### config.mk
export PLATFORM = sky130hd
export DESIGN_NAME = ps2_turn_decoder
export DESIGN_NICKNAME = d
export VERILOG_FILES = /design/src/rtl/lightbike_pkg.sv /design/src/rtl/ps2_prefix_fsm.sv /design/src/rtl/ps2_turn_decoder.sv
export SDC_FILE = /design/constraint.sdc
export NUM_CORES = 1
export LEC_CHECK = 0
export ABC_AREA = 1
export BUFFER_PORTS_ARGS = -buffer_cell sky130_fd_sc_hd__buf_2
export CORE_MARGIN = 5
export CORE_UTILIZATION = 60
export CTS_CLUSTER_DIAMETER = 150
export DETAILED_ROUTE_END_ITERATION = 8
export PLACE_DENSITY = 0.79
export SLEW_MARGIN = 20
export SYNTH_ARGS = -nofsm -noshare
export SYNTH_HDL_FRONTEND = slang
export SYNTH_HIERARCHICAL = 1
export SYNTH_SLANG_ARGS = --single-unit
### constraint.sdc
create_clock -name board_clk -period 2.55 [get_ports board_clk]
set_input_delay 0.3825 -clock board_clk [delete_from_list [all_inputs] [get_ports board_clk]]
set_output_delay 0.3825 -clock board_clk [all_outputs]
set_load 0.005 [all_outputs]
### src/rtl/lightbike_pkg.sv
// Shared constants for the lightbike keyboard path: scan codes, turn encoding,
// prefix FSM states and the key-to-held-bit map.
package lightbike_pkg;

  localparam logic [7:0] KC_A     = 8'h1C;
  localparam logic [7:0] KC_D     = 8'h23;
  localparam logic [7:0] KC_LEFT  = 8'h6B;
  localparam logic [7:0] KC_RIGHT = 8'h74;
  localparam logic [7:0] KC_SPACE = 8'h29;
  localparam logic [7:0] PFX_EXT  = 8'hE0;
  localparam logic [7:0] PFX_BRK  = 8'hF0;

  localparam logic [1:0] TURN_NONE  = 2'b00;
  localparam logic [1:0] TURN_LEFT  = 2'b01;
  localparam logic [1:0] TURN_RIGHT = 2'b10;

  // Bit positions in the held vector {space, p2R, p2L, p1D, p1A}
  localparam int unsigned HeldP1L   = 0;
  localparam int unsigned HeldP1R   = 1;
  localparam int unsigned HeldP2L   = 2;
  localparam int unsigned HeldP2R   = 3;
  localparam int unsigned HeldSpace = 4;

  typedef enum logic [1:0] {StIdle, StExt, StBrk, StExtBrk} ps2_state_e;

  // Keyboard status/protocol bytes that never carry key data
  function automatic logic is_ignored(input logic [7:0] code);
    case (code)
      8'hE1, 8'hAA, 8'hFA, 8'hFE, 8'hEE: is_ignored = 1'b1;
      default:                           is_ignored = 1'b0;
    endcase
  endfunction

  function automatic logic [4:0] key_onehot(input logic ext, input logic [7:0] code);
    key_onehot = 5'b00000;
    if (!ext) begin
      if (code == KC_A)     key_onehot[HeldP1L]   = 1'b1;
      if (code == KC_D)     key_onehot[HeldP1R]   = 1'b1;
      if (code == KC_SPACE) key_onehot[HeldSpace] = 1'b1;
    end else begin
      if (code == KC_LEFT)  key_onehot[HeldP2L]   = 1'b1;
      if (code == KC_RIGHT) key_onehot[HeldP2R]   = 1'b1;
    end
  endfunction

endpackage

### src/rtl/ps2_prefix_fsm.sv
// Tracks E0/F0 prefixes and emits a one-cycle make/break strobe with the data
// byte; a stale prefix is abandoned after TIMEOUT_CYCLES without a follow-up.
module ps2_prefix_fsm
  import lightbike_pkg::*;
#(
  parameter int unsigned TIMEOUT_CYCLES = 2500000,
  parameter int unsigned TO_W           = 22
) (
  input  logic       board_clk,
  input  logic       reset,
  input  logic       scan_valid,
  input  logic [7:0] scan_code,
  output logic       key_valid,
  output logic       key_make,
  output logic       key_ext,
  output logic [7:0] key_code
);

  localparam logic [TO_W-1:0] CntLast = TO_W'(TIMEOUT_CYCLES - 1);

  ps2_state_e      state_q, state_d;
  logic [TO_W-1:0] cnt_q, cnt_d;

  always_ff @(posedge board_clk or posedge reset) begin
    if (reset) begin
      state_q <= StIdle;
      cnt_q   <= '0;
    end else begin
      state_q <= state_d;
      cnt_q   <= cnt_d;
    end
  end

  assign key_code = scan_code;

  always_comb begin
    state_d   = state_q;
    cnt_d     = cnt_q;
    key_valid = 1'b0;
    key_make  = 1'b0;
    key_ext   = 1'b0;
    if (scan_valid) begin
      cnt_d = '0;
      if (is_ignored(scan_code)) begin
        state_d = StIdle;
      end else begin
        unique case (state_q)
          StIdle: begin
            if (scan_code == PFX_EXT) begin
              state_d = StExt;
            end else if (scan_code == PFX_BRK) begin
              state_d = StBrk;
            end else begin
              key_valid = 1'b1;
              key_make  = 1'b1;
            end
          end
          StExt: begin
            if (scan_code == PFX_BRK) begin
              state_d = StExtBrk;
            end else begin
              key_valid = 1'b1;
              key_make  = 1'b1;
              key_ext   = 1'b1;
              state_d   = StIdle;
            end
          end
          StBrk: begin
            key_valid = 1'b1;
            state_d   = StIdle;
          end
          StExtBrk: begin
            key_valid = 1'b1;
            key_ext   = 1'b1;
            state_d   = StIdle;
          end
          default: state_d = StIdle;
        endcase
      end
    end else if (state_q != StIdle) begin
      if (cnt_q == CntLast) begin
        state_d = StIdle;
        cnt_d   = '0;
      end else begin
        cnt_d = cnt_q + TO_W'(1);
      end
    end else begin
      cnt_d = '0;
    end
  end

endmodule

### src/rtl/ps2_turn_decoder.sv
// Turns decoded PS/2 make/break events into latched per-player turn requests,
// a start strobe and held-key flags, suppressing typematic repeats.
module ps2_turn_decoder
  import lightbike_pkg::*;
#(
  parameter int unsigned TIMEOUT_CYCLES = 2500000,
  parameter int unsigned TO_W           = 22
) (
  input  logic       board_clk,
  input  logic       reset,
  input  logic       scan_valid,
  input  logic [7:0] scan_code,
  input  logic       tick,
  output logic [1:0] p1_turn,
  output logic [1:0] p2_turn,
  output logic       start_pulse,
  output logic [7:0] last_code,
  output logic [4:0] held
);

  logic       key_valid, key_make, key_ext;
  logic [7:0] key_code;
  logic [4:0] key_oh, press;

  logic [1:0] p1_q, p1_d, p2_q, p2_d;
  logic       start_q, start_d;
  logic [7:0] last_q, last_d;
  logic [4:0] held_q, held_d;

  ps2_prefix_fsm #(
    .TIMEOUT_CYCLES(TIMEOUT_CYCLES),
    .TO_W          (TO_W)
  ) u_prefix_fsm (
    .board_clk (board_clk),
    .reset     (reset),
    .scan_valid(scan_valid),
    .scan_code (scan_code),
    .key_valid (key_valid),
    .key_make  (key_make),
    .key_ext   (key_ext),
    .key_code  (key_code)
  );

  always_ff @(posedge board_clk or posedge reset) begin
    if (reset) begin
      p1_q    <= TURN_NONE;
      p2_q    <= TURN_NONE;
      start_q <= 1'b0;
      last_q  <= 8'h00;
      held_q  <= 5'b00000;
    end else begin
      p1_q    <= p1_d;
      p2_q    <= p2_d;
      start_q <= start_d;
      last_q  <= last_d;
      held_q  <= held_d;
    end
  end

  always_comb begin
    key_oh  = key_valid ? key_onehot(key_ext, key_code) : 5'b00000;
    // Only a make of a key not already down counts as a fresh press
    press   = (key_valid && key_make) ? (key_oh & ~held_q) : 5'b00000;
    held_d  = held_q;
    if (key_valid) held_d = key_make ? (held_q | key_oh) : (held_q & ~key_oh);
    last_d  = scan_valid ? scan_code : last_q;
    start_d = press[HeldSpace];

    p1_d = tick ? TURN_NONE : p1_q;
    if (press[HeldP1L]) p1_d = TURN_LEFT;
    if (press[HeldP1R]) p1_d = TURN_RIGHT;
    p2_d = tick ? TURN_NONE : p2_q;
    if (press[HeldP2L]) p2_d = TURN_LEFT;
    if (press[HeldP2R]) p2_d = TURN_RIGHT;
  end

  assign p1_turn     = p1_q;
  assign p2_turn     = p2_q;
  assign start_pulse = start_q;
  assign last_code   = last_q;
  assign held        = held_q;

endmodule

Yosys cells after proc, flatten, opt, wreduce, memory -nomap -nowiden. Index checks and enable logic that the tools add are counted.

Register bits after elaboration: 42. Bits in latches: 0. Bits in writable memories: 0. ROM bits: 0. Input port bits: 12. Output and inout bits: 18. Logic and storage cells: 80. Memories: 0.

Add/sub/neg operators: 1. Multiply operators: 0. Div/mod/pow operators: 0. $lt $le $gt $ge: 0. Equality and inequality tests: 17. Shifts and indexed selects: 0. Muxes and demuxes: 40. Bitwise operators: 5. Reductions and logical operators: 10.

Operator list (number): $mux W22 (3); $eq A8 B8 Y1 const B (7); $mux W2 (14); $add A22 B1 Y22 const B (1); $eq A22 B22 Y1 const B (1); $eq A8 B6 Y1 const B (2); $eq A8 B7 Y1 const B (2); $mux W1 (16); $mux W5 (3); $and A5 B5 Y5 (2); $not A5 Y5 (2); $eq A8 B5 Y1 const B (1); $pmux W2 S3 (1); $reduce_bool A2 Y1 (3); $reduce_bool A3 Y1 (2); $ne A5 B2 Y1 const B (1); $or A5 B5 Y5 (1); $reduce_or A5 Y1 (1); $eq A2 B2 Y1 const B (2); $pmux W1 S2 (2); $pmux W1 S3 (1); $reduce_and A3 Y1 (1); $eq A2 B1 Y1 const B (1); $logic_not A2 Y1 (1); other kinds (2) (2).

Logic depth before layout (Yosys ltp). Gate-level depths: netlist of the first run.

Word-level depth: 12. Gate-level depth with buffers: 17. Gate-level depth less buffers: 17.

Cells and area by module. Netlist of the first run, hierarchy kept.

Modules (own cells, without submodules): ps2_prefix_fsm (times used 1, cells an instance 269, area each 1794.2 sq um, sequential area each 600.6 sq um); ps2_turn_decoder (times used 1, cells an instance 115, area each 954.7 sq um, sequential area each 450.4 sq um).

Worst setup path before layout of the first run. No wires, ideal clock.

Path type: input-to-reg. Start point: input scan_code[7]. End point: register p2_q[0] (netlist: p2_turn[0]). Library setup time: 0.123 ns. Arrival time: 1.675 ns. Data required time: 2.427 ns. Setup slack: 0.752 ns. Stages on the path: 16. Buffers on the path: 0. Cells stage by stage: nand2_1 inv_1 nand2_1 nor2_1 nor2_1 nand3_1 inv_1 o21ai_0 nor2_1 inv_2 nor2_4 inv_2 nor2_4 nand3_2 nor2_2 a21oi_1.

Elaborated cells on any way between the ends: 33. Classes of those cells: eq/ne: 9; mux: 20; bitwise: 1; reduce/logical: 3.

RTL lines: start: declaration (RTL line ps2_turn_decoder.sv:12) `input logic [7:0] scan_code,`; $eq A8 B8 Y1, on equally long branches (RTL line ps2_prefix_fsm.sv:51, ps2_prefix_fsm.sv:59, lightbike_pkg.sv:28); $mux W1 / $reduce_or A5 Y1 (equally long branches) (RTL line ps2_prefix_fsm.sv:51, ps2_prefix_fsm.sv:59, lightbike_pkg.sv:28); $mux W1, on equally long branches (RTL line ps2_prefix_fsm.sv:49, lightbike_pkg.sv:28); $pmux W1 S3 / $mux W1 (equally long branches) (RTL line ps2_prefix_fsm.sv:47, ps2_prefix_fsm.sv:42); $mux W1 (*) (RTL line ps2_prefix_fsm.sv:44) `if (is_ignored(scan_code)) begin`; $mux W1 (*) (RTL line ps2_prefix_fsm.sv:42) `if (scan_valid) begin`; via key_valid (RTL line ps2_turn_decoder.sv:21) `logic key_valid, key_make, key_ext;`; $mux W5 (RTL line ps2_turn_decoder.sv:61) `key_oh = key_valid ? key_onehot(key_ext, key_code) : 5'b00000;`; $and A5 B5 Y5 (RTL line ps2_turn_decoder.sv:63) `press = (key_valid && key_make) ? (key_oh & ~held_q) : 5'b00000;`; $mux W5 (*) (RTL line ps2_turn_decoder.sv:63); $mux W2 (RTL line ps2_turn_decoder.sv:73) `if (press[HeldP2L]) p2_d = TURN_LEFT;`; $mux W2 (RTL line ps2_turn_decoder.sv:74) `if (press[HeldP2R]) p2_d = TURN_RIGHT;`; end signal: assignment (RTL line ps2_turn_decoder.sv:53) `p2_q <= p2_d;`; end: declaration (RTL line ps2_turn_decoder.sv:25) `logic [1:0] p1_q, p1_d, p2_q, p2_d;`.

The timed path passes the listed nets; every way through them passes the cells marked *. The select of a mux whose other input is x is not followed. A chain may end at the register's enable or synchronous reset.

Worst setup path after layout of the first run.
Start point: input scan_code[0]. End point: register p2_q[1] (netlist: p2_turn[1]).

Longest elaborated chain between the ends: 12. Elaborated cells on any way between the ends: 33. Classes of those cells: eq/ne: 9; mux: 20; bitwise: 1; reduce/logical: 3.

RTL lines: $eq A8 B8 Y1 (RTL line lightbike_pkg.sv:28) `case (code)`; $reduce_or A5 Y1 (RTL line lightbike_pkg.sv:28); $mux W1 (RTL line lightbike_pkg.sv:28); $mux W1 (RTL line ps2_prefix_fsm.sv:42); $mux W1 (*) (RTL line ps2_prefix_fsm.sv:44); $mux W1 (*) (RTL line ps2_prefix_fsm.sv:42); via key_ext (RTL line ps2_turn_decoder.sv:21); $mux W2 (*) (RTL line lightbike_pkg.sv:36) `if (!ext) begin`; $mux W5 (*) (RTL line ps2_turn_decoder.sv:61); $and A5 B5 Y5 (*) (RTL line ps2_turn_decoder.sv:63); $mux W5 (*) (RTL line ps2_turn_decoder.sv:63); $mux W2 (RTL line ps2_turn_decoder.sv:73); $mux W2 (RTL line ps2_turn_decoder.sv:74).

Marks and branches as above.

==> flow_summary_export.csv, run 1 <==
group,metric,value,unit
status,status,"finished, final reports clean",
global_routing,grt_pass1_vias,2329,
yosys,yosys.area.top_type,"dfrtp_1",
global_routing,grt_max_degree,25,
yosys,synthArstFlopShare,100,%
yosys,synth_top_family_by_area,"simple AND/OR/NAND/NOR gates",
yosys,synth.area.top_cells,"dfrtp_1 38%, nand2_1 13%, nor2_1 9.4%, inv_1 7.6%, nor2_2 3.9%",
die,die_area,6030,sq um
yosys,synth_compound_area_share,2.55,%
yosys,synth-simple-area-share,41.0,%
die,dieWidth,77.7,um
worst_setup_path,rr_worst_depth,8,
hold_path,hp-class,"in2async",
die,initial_core_util,62.3,%
timing,hold_viol,0,
clock_network,cts.reportedPaths.clkPinSlew,0.08,ns
routing,wire_per_inst,12.2,um
yosys,avgSynthCellArea,7.16,sq um
die,core-area,4410,sq um
yosys,yosys.area.top_type_share,38.2,%
routing,vias,2385,
yosys,ys.flop_type,"dfrtp_1",
placement,pre_cts_ws,0.343,ns
routing,postRouteAntennaNets,0,
worst_setup_path,critPathLaunchType,"input pin",
layout,fill_cells,386,
layout,antennaDiodeCount,0,
timing,worst_pin_slew,0.902,ns
layout,fin_nets,421,
job,cap_viol_max_count,0,
global_routing,grt_pass1_wl,10400,um
timing,setup_ws,0.585,ns
yosys,yosysSeqAreaShare,38.2,%
yosys,syn_area,2750,sq um
clock_network,clk_latency,0.30,ns
yosys,synth_cells,384,
worst_setup_path,r2r_setup_slack,0.60,ns
power_and_ir_drop,powerDensity,503,nW/um^2
layout,area_growth,8.28,%
clock_network,htreeDepth,2,
clock_network,cts_made_buffers,5,
die,die_y,77.7,um
layout,drive_gt1_share,21.1,%
layout,multi_input_area,1380,sq um
layout,seqCellArea,1050,sq um
timing,setup_viol,0,
clock_network,post_cts_resized,0,
timing,tns,0,ns
timing,period_needed,1.96,ns
timing,fin_crit_sh,77.1,%
clock_network,cts_tree,"done",
worst_setup_path,path_class,"in2reg",
clock_network,postCtsSetupRepairBufs,0,
clock_network,clock_path_buffers,2,
yosys,synth.mux.area_fraction,3.28,%
routing,drc,0,
die,num_rows,24,
yosys,synth-seq-cells,42,
timing,timing.slew.headroom,39.8,%
placement,port-buffer-count,29,
timing,clock_skew,0.0103,ns
yosys,synth_most_common_cell,"nand2_1",
power_and_ir_drop,p_leak,1.44,nW
global_routing,overflow,0,
routing,routed_wl,5600,um
timing,drv_slew,0,
worst_setup_path,rr_endpoint,"u_prefix_fsm/cnt_q[5]$_DFF_PP0_",
routing,avgViaCountPerCell,5.18,
worst_setup_path,r2r-start,"u_prefix_fsm/cnt_q[0]$_DFF_PP0_",
worst_setup_path,critPathMaxFanout,9,
global_routing,antenna_found_initial,0,
die,ios,30,
placement,hpwl,4180,um
power_and_ir_drop,total_power,1.50,mW
worst_setup_path,cp-end-kind,"flip-flop",
yosys,synth_top_cells_by_count,"97 x nand2_1, 69 x nor2_1, 56 x inv_1, 42 x dfrtp_1, 21 x nand3_1",
yosys,synth_edf_count,0,
worst_setup_path,crit_required,2.74,ns
yosys,synth_xor_area_share,2.87,%
routing,drtIter0Drc,167,
worst_setup_path,arrival,2.15,ns
clock_network,clock-sinks,42,
timing,grt_setup_unrepaired,"false",
yosys,syn_nets,397,
yosys,synth-warning-count,6,
yosys,yosysUniqueCellTypes,28,
global_routing,track_usage,20.6,%
clock_network,cts-hold-fix-buffers,0,
yosys,synth-adder-area-share,0.455,%
routing,drt_pass1_iterations,4,
clock_network,clockRootBuffer,"clkbuf_8",
power_and_ir_drop,vdd_drop_max,335,uV
placement,gp_congestion,0.884,
timing,fmax,0.509,GHz
power breakdown:
group	total, mW	leakage [nW]	internal (mW)	switching, mW
combinational	0.241	0.825	0.0718	0.169
sequential	0.717	0.562	0.695	0.0227
clock	0.539	0.0573	0.313	0.225
routing by layer:
metal / GRT usage [%] / wire [um]
met4: 6.19 / 101
met1: 29.1 / 2720
met2: 31.8 / 2420
met3: 4.28 / 359
met5: 0 / 0
critical path, cell delays in order:
cell and delay [ns]:
buf_2 0.19, inv_1 0.12, nand3_1 0.12, nor2_1 0.06, nor2_1 0.10, nand3_1 0.11, inv_1 0.10, o21ai_0 0.10
nor2_1 0.27, nand2_1 0.15, nor2_4 0.16, nand4_1 0.14, nand2_1 0.10, nand2_1 0.05
per-stage QoR:
stage / hold slack (ns) / std cells / instance area (sq um) / utilization [%]
2_1_floorplan: 0.321 / 384 / 2750 / -
3_3_place_gp: 0.444 / 453 / 2860 / 64.9
3_5_place_dp: 0.450 / 453 / 2860 / 64.9
4_1_cts: 0.211 / 460 / 2980 / 67.4
5_1_grt: 0.276 / 460 / 2980 / 67.4
6_report: 0.186 / 460 / 2980 / 67.4
logic make-up (layout without fill, tap and decap cells):
family | Yosys count | in the layout
buffers and inverters | 72 | 96
adders and majority gates | 1 | 1
and+or+nand+nor | 239 | 239
DFF | 42 | 42
AOI/OAI and AO/OA | 13 | 13
muxes | 8 | 8
xor gates and xnor gates | 9 | 9
worst max path at each step:
| stage | startpoint | end | slack, ns | depth (start not counted) |
|---|---|---|---|---|
| floorplan | scan_code[7] | p2_turn[0]$_DFFE_PP0P_ | 0.75 | 16 |
| global placement | scan_code[5] | p2_turn[0]$_DFFE_PP0P_ | 0.45 | 15 |
| detailed placement | scan_code[0] | p2_turn[1]$_DFFE_PP0P_ | 0.34 | 14 |
| CTS | scan_code[5] | p2_turn[1]$_DFFE_PP0P_ | 0.63 | 15 |
| global route | scan_code[0] | flip-flop | 0.23 | 14 |
| finish | scan_code[0] | p2_turn[1]$_DFFE_PP0P_ | 0.59 | 14 |
layout make-up:
type	count	share of cell area, %
Clock buffer	6	2.77
Clock inverter	1	1.01
Inverter	60	7.57
Multi-Input combinational cell	270	46.3
Sequential cell	42	35.3
Tap cell	52	2.19
Timing Repair Buffer	29	4.88
placed cells by master, fill, tap and decap left out:
cell type / synthesis / final
nor3_2: 2 / 2
or2_1: 1 / 1
a21oi_1: 4 / 4
ha_1: 1 / 1
nor3b_2: 4 / 4
nand4_1: 7 / 7
o21ai_1: 3 / 3
nor4_2: 1 / 1
bufinv_16: 0 / 1
inv_1: 56 / 56
o21ai_0: 4 / 4
o21bai_1: 2 / 2
nor2_1: 69 / 69
xnor2_1: 2 / 2
inv_2: 4 / 4
nor2_4: 4 / 4
xor2_1: 7 / 7
nor3_1: 5 / 5
nand2_2: 5 / 5
nand3_1: 21 / 21
nand3_2: 5 / 5
nand3b_1: 1 / 1
mux2_2: 8 / 8
clkbuf_8: 0 / 6
nor2_2: 17 / 17
nand2_1: 97 / 97
dfrtp_1: 42 / 42
buf_2: 1 / 29
No activity file was read; power rests on OpenSTA's default activity.
==> run 2, diff against run 1 <==
Settings changed: CORE_UTILIZATION 60 to 59, PLACE_DENSITY 0.79 to 0.78.
Clock period 2.55 ns to 2.03 ns, I/O delays scaled along.
==> run 2 against run 1 <==
  * Combinational power is 37% higher
  * Register-to-register slack got worse by 0.31 ns
  * Global-route usage shrank 0.58 points
  * Wire length is 1.2% higher
  * Cell area is 3.0% higher
==> flow_summary_export.csv, run 2 (same netlist as run 1, synthesis figures left out) <==
group,metric,value,unit
layout,fill_cells,367,
timing,fin_crit_sh,86.7,%
timing,worst_pin_slew,0.699,ns
power_and_ir_drop,powerDensity,620,nW/um^2
routing,drc,0,
worst_setup_path,critPathMaxFanout,6,
worst_setup_path,path_class,"in2reg",
global_routing,grt_pass1_wl,10100,um
routing,routed_wl,5670,um
timing,clock_skew,0.00828,ns
routing,postRouteAntennaNets,0,
layout,seqCellArea,1050,sq um
placement,hpwl,4270,um
clock_network,clk_latency,0.29,ns
layout,antennaDiodeCount,0,
worst_setup_path,critPathLaunch,"scan_code[7]",
clock_network,clock_path_buffers,2,
worst_setup_path,cp-end-kind,"flip-flop",
layout,drive_gt1_share,23.3,%
placement,gp_congestion,0.903,
global_routing,overflow,0,
power_and_ir_drop,vdd_drop_max,380,uV
routing,drt_pass1_iterations,4,
placement,placed_area,2950,sq um
routing,vias,2399,
die,die_area,6120,sq um
layout,layout_commonest_cell,"nand2_1",
worst_setup_path,max_stage_delay,0.22,ns
worst_setup_path,crit_slowest_cell,"nor2_1",
die,dieWidth,78.3,um
layout,area_growth,11.6,%
die,num_rows,24,
clock_network,cts.reportedPaths.clkPinSlew,0.08,ns
power_and_ir_drop,p_leak,1.50,nW
die,die_y,78.3,um
timing,tns,0,ns
routing,wire_per_inst,12.0,um
timing,fmax,0.568,GHz
clock_network,post_cts_resized,0,
timing,timing.slew.headroom,53.3,%
clock_network,htreeDepth,2,
clock_network,cts_made_buffers,5,
layout,fin_nets,433,
die,ios,30,
worst_setup_path,arrival,2.00,ns
clock_network,cts-hold-fix-buffers,0,
timing,period_needed,1.76,ns
routing,avgViaCountPerCell,5.08,
worst_setup_path,r2r-start,"u_prefix_fsm/cnt_q[0]$_DFF_PP0_",
clock_network,postCtsSetupRepairBufs,0,
timing,setup_viol,0,
global_routing,grt_max_degree,25,
routing,drtIter0Drc,145,
die,core-area,4440,sq um
job,cap_viol_max_count,0,
hold_path,hp-class,"in2async",
worst_setup_path,critPathLaunchType,"input pin",
global_routing,track_usage,20.0,%
die,initial_core_util,61.9,%
layout,final_cell_mix,"97 x nand2_1, 69 x nor2_1, 56 x inv_1",
placement,port-buffer-count,29,
timing,grt_setup_unrepaired,"false",
global_routing,grt_pass1_vias,2292,
layout,finalInstanceArea,3070,sq um
global_routing,antenna_found_initial,0,
timing,drv_slew,0,
clock_network,clock-sinks,42,
timing,hold_viol,0,
status,status,"finished, final reports clean",
clock_network,clockRootBuffer,"clkbuf_8",
layout,multi_input_area,1380,sq um
worst_setup_path,crit_required,2.27,ns
clock_network,cts_tree,"done",
worst_setup_path,path_cells,"buf_2 -> nand2_1 -> inv_1 -> nand2_1 -> nor2_1 -> nor2_1 -> nand3_1 -> inv_1 -> o21ai_0 -> nor2_1 -> inv_2 -> nor2_4 -> nand3_1 -> nor3_1 -> nand3_1 -> nand2_1",
run 2: cell count changes in the layout (fill, tap and decap cells not counted), sizes merged:
cell / change
buf: +12
run 2: final cells by class:
class | instances | area share (%)
multi-input combinational | 270 | 44.9
tap | 52 | 2.12
clock inverter | 1 | 0.979
clock buffer | 6 | 2.69
sequential | 42 | 34.3
inverter | 60 | 7.34
timing repair buffer | 41 | 7.67
run 2: path summary, 6_finish.rpt:
| check | slack (ns) | endpoint | depth (start not counted) |
|---|---|---|---|
| setup / recovery | 0.27 | p1_turn[1]$_DFFE_PP0P_ | 16 |
| hold / removal | 0.05 | u_prefix_fsm/cnt_q[3]$_DFF_PP0_ | 3 |
| setup reg to reg | 0.29 | u_prefix_fsm/cnt_q[14]$_DFF_PP0_ | 9 |
| hold reg to reg | 0.46 | start_pulse$_DFF_PP0_ | 1 |
| min in group board_clk | 0.28 | p2_turn[1]$_DFFE_PP0P_ | 4 |
| max in group asynchronous | 1.46 | last_code[1]$_DFFE_PP0P_ | 2 |
run 2: metrics by stage:
stage	power, mW	util [%]	hold slack [ns]	setup WS [ns]	std cells
2_1_floorplan	1.16	-	0.243	0.310	384
3_3_place_gp	1.24	66.5	0.376	0.0928	465
3_5_place_dp	1.24	66.5	0.380	0.0197	465
4_1_cts	1.92	69.0	0.0623	0.305	472
5_1_grt	2.01	69.0	0.0881	0.0978	472
6_report	1.90	69.0	0.0529	0.269	472
run 2: report_power, final:
part	internal, mW	switching [mW]
Sequential	0.873	0.0270
Combinational	0.114	0.216
Clock	0.394	0.280
Total	1.38	0.522
run 2: metal layers:
layer / GRT usage [%] / part of all wire, % / up-vias
met2: 31.9 / 43 / 64
met4: 4.37 / 0.53 / 0
met5: 0 / 0 / -
li1: - / - / 1240
met1: 29.0 / 51 / 1091
met3: 2.97 / 5.2 / 4
run 2: worst max-delay path: cells and delay by family:
family,cells,cell delay [ns]
simple gates,11,1.23
compound gates,1,0.10
buf+inv,4,0.38
==> run 3, diff against run 2 <==
Settings changed: ABC_AREA 1 to default, CORE_UTILIZATION 59 to 57, CTS_CLUSTER_SIZE from default to 12, GPL_ROUTABILITY_DRIVEN from default to 0, PLACE_DENSITY 0.78 to 0.77.
==> run 3 against run 2 <==
  * The flow now finishes with violations (negative setup slack)
  * Combinational power down 53%
  * Cell count down 33%
  * Clock skew up 0.0012 ns
  * Non-clock buffer count up 14
  * Cell area down 9.2%
  * Worst hold slack better by 0.0043 ns
  * Global-route usage down 0.75 points
  * Area after synthesis down 18%
  * Flip-flop and latch count unchanged
==> flow_summary_export.csv, run 3 <==
group,metric,value,unit
timing,fin_crit_sh,113,%
job,cap_viol_max_count,0,
yosys,synth_top_cells_by_count,"42 x dfrtp_1, 16 x nor2_1, 13 x nand2_1, 12 x mux2_2",
yosys,synth.area.top_cells,"dfrtp_1 47%, mux2_2 6.0%, buf_4 2.7%, nor2_1 2.7%, xor2_1 2.3%",
clock_network,clock-sinks,42,
routing,drtIter0Drc,135,
hold_path,hp-class,"in2async",
power_and_ir_drop,power.clock.fraction,35.4,%
yosys,synth-warning-count,6,
worst_setup_path,crit_slowest_cell,"or4b_4",
status,status,"complete, but fails checks",
worst_setup_path,critPathMaxFanout,4,
power_and_ir_drop,powerDensity,567,nW/um^2
timing,tns,-1.12,ns
power_and_ir_drop,p_comb_share,9.9,%
placement,port-buffer-count,29,
worst_setup_path,critPathLaunchType,"input pin",
layout,fin_nets,280,
worst_setup_path,rr_worst_depth,5,
yosys,yosysSeqAreaShare,46.8,%
placement,placed_area,2600,sq um
routing,drt_pass1_iterations,4,
die,initial_core_util,60.0,%
layout,layout_commonest_cell,"dfrtp_1",
power_and_ir_drop,sw_frac_of_total,23.7,%
clock_network,cts-hold-fix-buffers,0,
die,num_rows,22,
worst_setup_path,path_cells,"buf_6 -> or4b_4 -> o21ai_2 -> or2_4 -> a211oi_2 -> or4b_4 -> or3_4 -> mux2_4",
global_routing,grt_max_degree,25,
yosys,avgSynthCellArea,10.3,sq um
clock_network,cts.reportedPaths.clkPinSlew,0.08,ns
timing,grt_setup_unrepaired,"true",
yosys,yosys.area.top_type_share,46.8,%
yosys,syn_area,2250,sq um
timing,clock_skew,0.00949,ns
clock_network,clk_latency,0.29,ns
yosys,synth-seq-cells,42,
layout,antennaDiodeCount,0,
worst_setup_path,r2r_setup_slack,0,ns
yosys,synth_cells,217,
die,dieWidth,72.8,um
power_and_ir_drop,vdd_drop_max,531,uV
global_routing,overflow,0,
routing,drc,0,
power_and_ir_drop,internal_power,1.21,mW
layout,drive_gt1_share,38.8,%
power_and_ir_drop,p_leak,1.16,nW
yosys,yosysUniqueCellTypes,49,
die,core-area,3740,sq um
yosys,ys.flop_type,"dfrtp_1",
power_and_ir_drop,power.switching,0.374,mW
routing,routed_wl,4560,um
layout,final_util,74.4,%
global_routing,antenna_found_initial,0,
worst_setup_path,cp_common_cell,"or4b_4",
worst_setup_path,crit_required,2.20,ns
routing,postRouteAntennaNets,0,
timing,holdWs,0.0572,ns
global_routing,grt_pass1_vias,1702,
power_and_ir_drop,total_power,1.58,mW
yosys,synthArstFlopShare,100,%
timing,hold_viol,0,
yosys,synth_edf_count,0,
die,ios,30,
layout,finalInstanceArea,2790,sq um
clock_network,htreeDepth,2,
layout,final_cell_mix,"42 x dfrtp_1, 27 x buf_2, 24 x buf_4",
timing,fmax,0.434,GHz
clock_network,clockRootBuffer,"clkbuf_8",
timing,timing.slew.headroom,55.8,%
worst_setup_path,max_stage_delay,0.56,ns
die,die_y,72.8,um
timing,period_needed,2.30,ns
clock_network,cts_tree,"done",
yosys,synth_most_common_cell,"dfrtp_1",
routing,avgViaCountPerCell,5.66,
status,failed_checks,"negative setup slack",
power_and_ir_drop,sequentialPowerShare,54.7,%
routing,vias,1790,
timing,setup_viol,6,
global_routing,grt_pass1_wl,8050,um
global_routing,track_usage,19.3,%
yosys,yosys.area.top_type,"dfrtp_1",
clock_network,cts_made_buffers,5,
clock_network,clock_path_buffers,2,
timing,drv_slew,0,
yosys,syn_nets,230,
worst_setup_path,cp-end-kind,"flip-flop",
timing,worst_pin_slew,0.663,ns
worst_setup_path,arrival,2.48,ns
routing,wire_per_inst,14.4,um
timing,setup_ws,-0.273,ns
placement,hpwl,3370,um
worst_setup_path,path_class,"in2reg",
die,die_area,5300,sq um
layout,area_growth,24.0,%
[run 3: changes by cell type after synthesis, sizes merged, moves of 6 or more]
cell	before	now
nand3	26	10
or3	0	7
inv	60	7
or4	0	6
nand2	102	13
a21oi	4	10
nor2	90	16
[run 3: final timing paths]
| check | start | endpoint |
|---|---|---|
| worst max-delay path | scan_code[3] | flip-flop |
| worst min-delay path | reset | u_prefix_fsm/cnt_q[21]$_DFF_PP0_ |
| worst max register to register | u_prefix_fsm/state_q[1]$_DFFE_PP0P_ | flip-flop |
| worst min register to register | flip-flop | start_pulse$_DFF_PP0_ |
| max in group asynchronous | reset | async pin |
| min in group board_clk | scan_code[2] | last_code[2]$_DFFE_PP0P_ |
[run 3: per-layer routing]
metal | track usage (%) | up-vias | share of wire, %
met5 | 0 | - | 0
met4 | 5.94 | 0 | 1.1
met3 | 4.55 | 5 | 4.3
met2 | 28.4 | 35 | 45
met1 | 28.1 | 851 | 50
li1 | - | 899 | -
[run 3: cell families (layout without fill, tap and decap cells)]
kind of cell / Yosys count / count (layout) / synth area share, %
flops: 42 / 42 / 46.8
xor+xnor: 11 / 11 / 4.29
simple gates: 98 / 98 / 27.2
buf+inv: 19 / 70 / 4.68
mux: 13 / 13 / 6.69
compound gates: 33 / 33 / 9.75
fa+ha+maj: 1 / 1 / 0.557
[run 3: area by class of cell]
type,instances,area (sq um)
Sequential cell,42,1050
Fill cell,292,958
Inverter,7,26.3
Clock inverter,2,12.5
Tap cell,48,60.1
Multi-Input combinational cell,156,1180
Clock buffer,6,82.6
Timing Repair Buffer,55,369
[run 3: critical path, delay by kind of cell]
| kind | cells | cell delay [ns] |
|---|---|---|
| multiplexers | 1 | 0.30 |
| AO/OA/AOI/OAI | 2 | 0.20 |
| AND/OR/NAND/NOR | 4 | 1.58 |
| buffers and inverters | 1 | 0.09 |
[run 3: through the flow]
step,std cells,setup WS (ns)
after floorplan,217,-0.395
after global placement,307,-0.542
after detailed placement,307,-0.579
after CTS,316,-0.244
after global routing,316,-0.307
final,316,-0.273
[run 3: power groups by stage]
| stage | registers, mW | logic, mW | clock network, mW |
|---|---|---|---|
| 2_1_floorplan | 0.883 | 0.0761 | 0 |
| 3_3_place_gp | 0.880 | 0.143 | 0 |
| 3_5_place_dp | 0.881 | 0.144 | 0 |
| 4_1_cts | 0.864 | 0.152 | 0.570 |
| 5_1_grt | 0.868 | 0.174 | 0.619 |
| 6_report | 0.864 | 0.156 | 0.560 |
[run 3: what timing repair did]
action	in CTS	in global routing
buffers inserted	1	0
setup endpoints to repair	10	10
gates resized for setup	11	6
pin swaps	1	2
